`src/rtl/rst_seq_run_mon_if.sv`:
```
// ---------------------------------------------------------------------------
// rst_seq_run_mon_if
// Purpose: bundles the control and status signals of the reset sequencer /
// run monitor so they can be passed around as one port.
// Signals:
//   halt_i        halt request from the CPU side (level)
//   clear_i       soft restart request, honoured only once a run has ended
//   domain_rst_n  per-domain active-low reset, bit 0 released first
//   running       high while the monitored run is in progress
//   done          run ended by a halt request
//   timeout       run ended by the cycle limit
//   cycle_cnt     run cycles elapsed
// Modports:
//   master  the sequencer itself (drives resets and status)
//   slave   the CPU / board / bench side (drives halt and clear)
// ---------------------------------------------------------------------------
interface rst_seq_run_mon_if #(
  parameter int N_DOMAINS = 2,
  parameter int COUNT_W   = 32
);
  logic                 halt_i;
  logic                 clear_i;
  logic [N_DOMAINS-1:0] domain_rst_n;
  logic                 running;
  logic                 done;
  logic                 timeout;
  logic [COUNT_W-1:0]   cycle_cnt;

  // The sequencer consumes the requests and owns every status output.
  modport master (
    input  halt_i, clear_i,
    output domain_rst_n, running, done, timeout, cycle_cnt
  );

  // The controlled side raises requests and observes the sequencer.
  modport slave (
    output halt_i, clear_i,
    input  domain_rst_n, running, done, timeout, cycle_cnt
  );
endinterface

```
`src/rtl/rst_seq_run_mon.sv`:
```
// ---------------------------------------------------------------------------
// rst_seq_run_mon
// Purpose: reset sequencer and run monitor for bare-metal CPU bring-up.
// After rst drops, all domains are held in reset for RST_HOLD cycles, then
// released one by one every STAGE_GAP cycles. Once the last domain is out of
// reset, run cycles are counted until the CPU requests a halt or the count
// reaches RUN_LIMIT (0 = no limit). A clear request in DONE restarts the
// whole sequence.
// Ports:
//   clk   system clock
//   rst   asynchronous active-high reset
//   bus   rst_seq_run_mon_if.master (halt_i, clear_i in; domain_rst_n,
//         running, done, timeout, cycle_cnt out)
// Optional build macro:
//   RST_SEQ_HALT_SYNC_EN  when defined, halt_i passes through a two-flop
//                         synchronizer so it may come from an asynchronous
//                         source; the halt then lands two cycles later.
// ---------------------------------------------------------------------------
module rst_seq_run_mon #(
  parameter int N_DOMAINS = 2,
  parameter int RST_HOLD  = 4,
  parameter int STAGE_GAP = 2,
  parameter int COUNT_W   = 32,
  parameter int RUN_LIMIT = 40
) (
  input logic clk,
  input logic rst,
  rst_seq_run_mon_if.master bus
);

  localparam int HOLD_W = (RST_HOLD  > 1) ? $clog2(RST_HOLD)  : 1;
  localparam int GAP_W  = (STAGE_GAP > 1) ? $clog2(STAGE_GAP) : 1;
  localparam int IDX_W  = (N_DOMAINS > 1) ? $clog2(N_DOMAINS) : 1;
  localparam logic [COUNT_W-1:0] LIMIT = COUNT_W'(RUN_LIMIT);
  localparam bit LIMIT_EN = (RUN_LIMIT != 0);

  typedef enum logic [1:0] {HOLD, RELEASE, RUN, DONE} state_t;

  state_t               state_q;
  logic [HOLD_W-1:0]    holdCnt_q;
  logic [GAP_W-1:0]     stageCnt_q;
  logic [IDX_W-1:0]     stageIdx_q;
  logic [N_DOMAINS-1:0] domRstN_q;
  logic                 running_q;
  logic                 done_q;
  logic                 timeout_q;
  logic [COUNT_W-1:0]   cycleCnt_q;
  logic [COUNT_W-1:0]   cycleInc_d;
  logic                 haltEff;

`ifdef RST_SEQ_HALT_SYNC_EN
  logic haltMeta_q;
  logic haltSync_q;

  // Two-stage synchronizer so a board button or other asynchronous source
  // can drive halt_i; the FSM only ever looks at the second stage.
  always_ff @(posedge clk or posedge rst) begin
    if (rst) begin
      haltMeta_q <= 1'b0;
      haltSync_q <= 1'b0;
    end else begin
      haltMeta_q <= bus.halt_i;
      haltSync_q <= haltMeta_q;
    end
  end

  assign haltEff = haltSync_q;
`else
  assign haltEff = bus.halt_i;
`endif

  // Candidate next run count; sticks at all-ones instead of wrapping so a
  // long unlimited run never looks like a fresh one.
  always_comb begin
    cycleInc_d = cycleCnt_q;
    if (cycleCnt_q != '1) begin
      cycleInc_d = cycleCnt_q + COUNT_W'(1);
    end
  end

  // Main sequencer. HOLD counts the initial hold time and frees domain 0,
  // RELEASE frees one further domain every STAGE_GAP cycles, RUN counts
  // cycles until a halt (which takes priority) or the limit, and DONE
  // freezes the result until a clear request restarts from HOLD. All
  // outputs are registered here so nothing combinational reaches a pin.
  always_ff @(posedge clk or posedge rst) begin
    if (rst) begin
      state_q    <= HOLD;
      holdCnt_q  <= '0;
      stageCnt_q <= '0;
      stageIdx_q <= '0;
      domRstN_q  <= '0;
      running_q  <= 1'b0;
      done_q     <= 1'b0;
      timeout_q  <= 1'b0;
      cycleCnt_q <= '0;
    end else begin
      case (state_q)
        HOLD: begin
          if (holdCnt_q == HOLD_W'(RST_HOLD - 1)) begin
            domRstN_q[0] <= 1'b1;
            holdCnt_q    <= '0;
            stageCnt_q   <= '0;
            stageIdx_q   <= IDX_W'(1);
            if (N_DOMAINS == 1) begin
              state_q   <= RUN;
              running_q <= 1'b1;
            end else begin
              state_q <= RELEASE;
            end
          end else begin
            holdCnt_q <= holdCnt_q + HOLD_W'(1);
          end
        end
        RELEASE: begin
          if (stageCnt_q == GAP_W'(STAGE_GAP - 1)) begin
            stageCnt_q <= '0;
            for (int i = 0; i < N_DOMAINS; i++) begin
              if (stageIdx_q == IDX_W'(i)) begin
                domRstN_q[i] <= 1'b1;
              end
            end
            stageIdx_q <= stageIdx_q + IDX_W'(1);
            if (stageIdx_q == IDX_W'(N_DOMAINS - 1)) begin
              state_q   <= RUN;
              running_q <= 1'b1;
            end
          end else begin
            stageCnt_q <= stageCnt_q + GAP_W'(1);
          end
        end
        RUN: begin
          if (haltEff) begin
            state_q   <= DONE;
            running_q <= 1'b0;
            done_q    <= 1'b1;
          end else begin
            cycleCnt_q <= cycleInc_d;
            if (LIMIT_EN && (cycleInc_d == LIMIT)) begin
              state_q   <= DONE;
              running_q <= 1'b0;
              timeout_q <= 1'b1;
            end
          end
        end
        DONE: begin
          if (bus.clear_i) begin
            state_q    <= HOLD;
            holdCnt_q  <= '0;
            stageCnt_q <= '0;
            stageIdx_q <= '0;
            domRstN_q  <= '0;
            done_q     <= 1'b0;
            timeout_q  <= 1'b0;
            cycleCnt_q <= '0;
          end
        end
        default: begin
          state_q <= HOLD;
        end
      endcase
    end
  end

  assign bus.domain_rst_n = domRstN_q;
  assign bus.running      = running_q;
  assign bus.done         = done_q;
  assign bus.timeout      = timeout_q;
  assign bus.cycle_cnt    = cycleCnt_q;

endmodule

```
`src/flat_wrapper.sv`:
```
// flat-port wrapper written by rule: the top's interface ports become plain ports
module rst_seq_run_mon_flat 
#(
  parameter int N_DOMAINS = 2,
  parameter int RST_HOLD  = 4,
  parameter int STAGE_GAP = 2,
  parameter int COUNT_W   = 32,
  parameter int RUN_LIMIT = 40
)
  (clk, rst, bus_halt_i, bus_clear_i, bus_domain_rst_n, bus_running, bus_done, bus_timeout, bus_cycle_cnt);
  rst_seq_run_mon_if #(.N_DOMAINS(N_DOMAINS), .COUNT_W(COUNT_W)) bus_i ();
  input logic clk;
  input logic rst;
  input wire logic [$bits(bus_i.halt_i)-1:0] bus_halt_i;
  input wire logic [$bits(bus_i.clear_i)-1:0] bus_clear_i;
  output wire logic [$bits(bus_i.domain_rst_n)-1:0] bus_domain_rst_n;
  output wire logic [$bits(bus_i.running)-1:0] bus_running;
  output wire logic [$bits(bus_i.done)-1:0] bus_done;
  output wire logic [$bits(bus_i.timeout)-1:0] bus_timeout;
  output wire logic [$bits(bus_i.cycle_cnt)-1:0] bus_cycle_cnt;
  assign bus_i.halt_i = bus_halt_i;
  assign bus_i.clear_i = bus_clear_i;
  assign bus_domain_rst_n = bus_i.domain_rst_n;
  assign bus_running = bus_i.running;
  assign bus_done = bus_i.done;
  assign bus_timeout = bus_i.timeout;
  assign bus_cycle_cnt = bus_i.cycle_cnt;
  rst_seq_run_mon #(.N_DOMAINS(N_DOMAINS), .RST_HOLD(RST_HOLD), .STAGE_GAP(STAGE_GAP), .COUNT_W(COUNT_W), .RUN_LIMIT(RUN_LIMIT)) u_core (.clk(clk), .rst(rst), .bus(bus_i));
endmodule
```
`config.mk`:
```
export PLATFORM = sky130hd
export DESIGN_NAME = rst_seq_run_mon_flat
export DESIGN_NICKNAME = d
export VERILOG_FILES = /design/src/rtl/rst_seq_run_mon_if.sv /design/src/rtl/rst_seq_run_mon.sv /design/src/flat_wrapper.sv
export SDC_FILE = /design/constraint.sdc
export NUM_CORES = 1
export LEC_CHECK = 0
export ABC_AREA = 1
export BUFFER_PORTS_ARGS = -buffer_cell sky130_fd_sc_hd__buf_2
export CAP_MARGIN = 20
export CORE_MARGIN = 2
export CORE_UTILIZATION = 63
export DETAILED_ROUTE_END_ITERATION = 12
export MAX_ROUTING_LAYER = met4
export PLACE_DENSITY = 0.86
export SYNTH_ARGS = -nofsm -noshare
export SYNTH_HDL_FRONTEND = slang
export SYNTH_SLANG_ARGS = --single-unit
```
`constraint.sdc`:
```
create_clock -name clk -period 4.6 [get_ports clk]
set_input_delay 0.92 -clock clk [delete_from_list [all_inputs] [get_ports clk]]
set_output_delay 0.92 -clock clk [all_outputs]
set_load 0.05 [all_outputs]
```
==> results.md <==
* Drt total wl at 8619 microns
* Finished Cell Area at 0.003442 sq mm
* Crit-path cells: ha_1 > inv_2 > nor2_4 > nand2_4 > nor2_8 > nand2_4 > clkinv_4 > nor2_1 > nand2_1 > nor2_1 > nand3_1 > nor2_1 > nand2_2 > nand2_2 > nand2_1 > nand2_1 > nand2_1
* Worst-case clock buffer depth at 2
* Mapped Nets at 479
* #FFs+latches synth at 43
* Cell count after synthesis at 469
* Initial Utilization at 0.6519
* Global-route wire length before repair at 13850 microns
* Adder-cell share of the synthesized area at 0.02438
* Vias/cell at 5.849
* Gp weighted congestion at 0.9866
* TritonCTS clock tree: yes
* # fillers at 408
* Num Clock Sinks at 43
* Logic gate share of total power at 0.422
* H-tree Lvls at 2
* Largest net degree at the start of global routing at 44
* EDFF count, synth at 0
* Largest stage delay on the critical path at 0.50 ns
* Seq pwr share at 0.350
* Global route total overflow at 0
* Register-to-register setup slack at 1.79 ns
* Final slew viol count at 0
* Ratio of final minimum period to clock period at 0.6100
* I/O Buffers at 40
* Setup TNS Final at 0 ns
* Critical path class: flop to flop
* Slowest stage cell, crit path: dfrtp_1
* Seq/Total Area, Yosys at 0.3495
* Vias in the first global route at 2911
* Die Span Y at 73.91 microns
* Post-synthesis compound-gate area fraction at 0.09833
* Cts bufs inserted at 5
* CP arrival at 3.01 ns
* Ratio of cells with drive above 1 in the final layout at 0.1706
* Largest delay contributor family on the critical path: simple AND/OR/NAND/NOR gates
* Total of warnings raised by yosys at 0
* Maxcap violations at 0
* # nets final at 519
* Status: finished, final reports clean
* Buf/Inv on CP at 2
* Cell Area, Placed at 0.003324 sq mm
* VDD IR max at 433.7 uV
* Post-cts repair resize count at 0
* Pre-antenna DRT Iters at 7
* Worst Hold Margin at 0.4895 ns
* Iteration-0 DRC Markers at 287
* CTS Root Cell: clkbuf_8
* # rows at 25
* Reg clk slew, reported paths at 0.09 ns
* Most common flop cell mapped by yosys: dfrtp_1
* Routed via count at 3375
* FFs w/ async S/R, synth at 1.000
* Total core area at 0.004723 sq mm
* Mux contribution to synthesized area at 0
* # setup viols final at 0
* Critical path fanouts, max at 19
* RSZ-0062 raised after global routing: no
* Leak pwr at 1.632 nW
* Main combinational cell family by area after synthesis: simple AND/OR/NAND/NOR gates
* Syn avg cell area at 6.565 sq um
* Post-route ant nets at 0
* Total Routing Usage GR at 0.3471
* Worst rel slew slack at 0.4266
* DRC at 0
* Clk Latency, worst-skew pair at 0.30 ns
* Pint at 767.5 uW
* HPWL Detailed at 6357 microns
* Post-synthesis simple-gate area fraction at 0.4291
* Sw Ratio at 0.4461
* Die width at 73.91 microns
* XOR/XNOR share of the synthesized area at 0.01138
* Fin. Hold Viols at 0
* Initial antenna violation count at 0
* Post-CTS Hold Buffers at 0
* Sw power at 618.2 uW
* Tightest Hold Check Type: flop to flop
* Synth-to-Final Area Change at 11.78%
* Mapped cell area at 0.003079 sq mm
* Pwr dens at 402.6 mW/mm^2
* Antenna cells at 0
* Clock power frac at 0.228
* Worst slew pin tran at 0.8569 ns
* Setup crit start kind: flop
* Crit path required time at 4.80 ns
* Min cycle time layout at 2.806 ns
* Crit-path most repeated cell: nand2_1
* Worst setup EP type: flop
* Setup Fix Bufs, Post-CTS at 0
* Fmax at 356.4 MHz
* Top-level port count at 41
* Full die area at 0.005463 sq mm
* DR WL/cell at 14.94 microns
* Clock Skews at 0.008983 ns
* Synth cell types at 29
[synth_stat cells (2+ instances only)]
cell,instances,area (sq um)
nor3_1,2,10.01
nand2_2,11,68.82
dfrtp_1,43,1076
o21ai_0,20,100.1
nand2_1,135,506.7
clkbuf_1,7,26.28
ha_1,6,75.07
nor2_4,3,33.78
xor2_1,4,35.03
nand4_1,5,31.28
a21oi_1,6,30.03
nor2_2,12,75.07
o22ai_1,22,137.6
inv_2,3,11.26
nand3_2,2,20.02
nand3_1,48,240.2
nor2_1,78,292.8
inv_1,50,187.7
nand2_4,2,22.52
[metrics by stage]
stage               std cells  power (mW)    util  setup slack [ns]
floorplan                 469      0.9234       -             2.146
global placement          569       1.040  0.7038             1.817
detailed placement        569       1.069  0.7038             1.696
CTS                       577       1.379  0.7287             1.857
global route              577       1.476  0.7287             1.483
finish                    577       1.386  0.7287             1.794
[area by class of cell]
cell class                 instances  area, sq um  area share
clock inverter                     2        35.03     0.01018
inverter                          55        211.5     0.06143
tap                               67        83.83     0.02435
timing repair buffer              42        215.2     0.06252
multi-input combinational        362         1738      0.5049
sequential                        43         1076      0.3126
clock buffer                       6        82.58     0.02399
[per-layer routing]
layer | GRT usage | vias to the layer above | wire (microns)
met2 | 0.5337 | 191 | 3977
li1 | - | 1600 | -
met1 | 0.4380 | 1544 | 3508
met5 | - | - | 0
met4 | 0.1657 | 0 | 371
met3 | 0.06859 | 40 | 761
[sequential cells by signal, summed over array words and instances, names as in the netlist]
| register | count |
|---|---|
| u_core.bus.done | 1 |
| u_core.state_q | 2 |
| u_core.stageIdx_q | 1 |
| u_core.bus.cycle_cnt | 32 |
| u_core.holdCnt_q | 2 |
| u_core.bus.timeout | 1 |
| u_core.stageCnt_q | 1 |
| u_core.bus.running | 1 |
| u_core.bus.domain_rst_n | 2 |
[cells by family (layout without fill, tap and decap cells)]
| kind of cell | after synthesis | count (layout) |
|---|---|---|
| AND/OR/NAND/NOR | 299 | 299 |
| AO/OA/AOI/OAI | 53 | 53 |
| buffers and inverters | 64 | 105 |
| adder cells (fa/ha/maj) | 6 | 6 |
| XOR/XNOR | 4 | 4 |
| flip-flops | 43 | 43 |
[cell usage in the layout, fill, tap and decap left out, drive strengths merged, types with 5 or more instances in the layout]
cell type and instances:
nand3 50, o22ai 22, a21oi 6, buf 42, nand4 5, clkbuf 6
nand2 148, ha 6, inv 52, dfrtp 43, nor2 94, o21ai 22
[final timing paths]
path	startpoint	to	depth (start not counted)
setup / recovery	u_core.bus.cycle_cnt[0]	u_core.bus.running	17
hold / removal	u_core.bus.running	u_core.bus.running	2
setup reg to reg	u_core.bus.cycle_cnt[0]	u_core.bus.running	17
hold reg to reg	u_core.bus.running	u_core.bus.running	2
max in group asynchronous	rst	u_core.bus.cycle_cnt[5]	3
min in group asynchronous	rst	u_core.bus.cycle_cnt[3]	3
[worst register-to-register path, stage by stage (launching register included)]
cell      delay, ns
dfrtp_1        0.50
ha_1           0.38
inv_2          0.13
nor2_4         0.06
nand2_4        0.12
nor2_8         0.07
nand2_4        0.19
clkinv_4       0.22
nor2_1         0.24
nand2_1        0.12
nor2_1         0.12
nand3_1        0.09
nor2_1         0.13
nand2_2        0.07
nand2_2        0.10
nand2_1        0.07
nand2_1        0.06
nand2_1        0.04
[power groups by stage]
stage               clock network, mW  logic, mW  registers, mW
floorplan                           0      0.341          0.582
detailed placement                  0      0.577          0.491
global route                    0.337      0.649          0.490
global placement                    0      0.552          0.488
finish                          0.315      0.585          0.485
CTS                             0.317      0.579          0.484
Note: power is estimated with default switching activity, not from simulation.
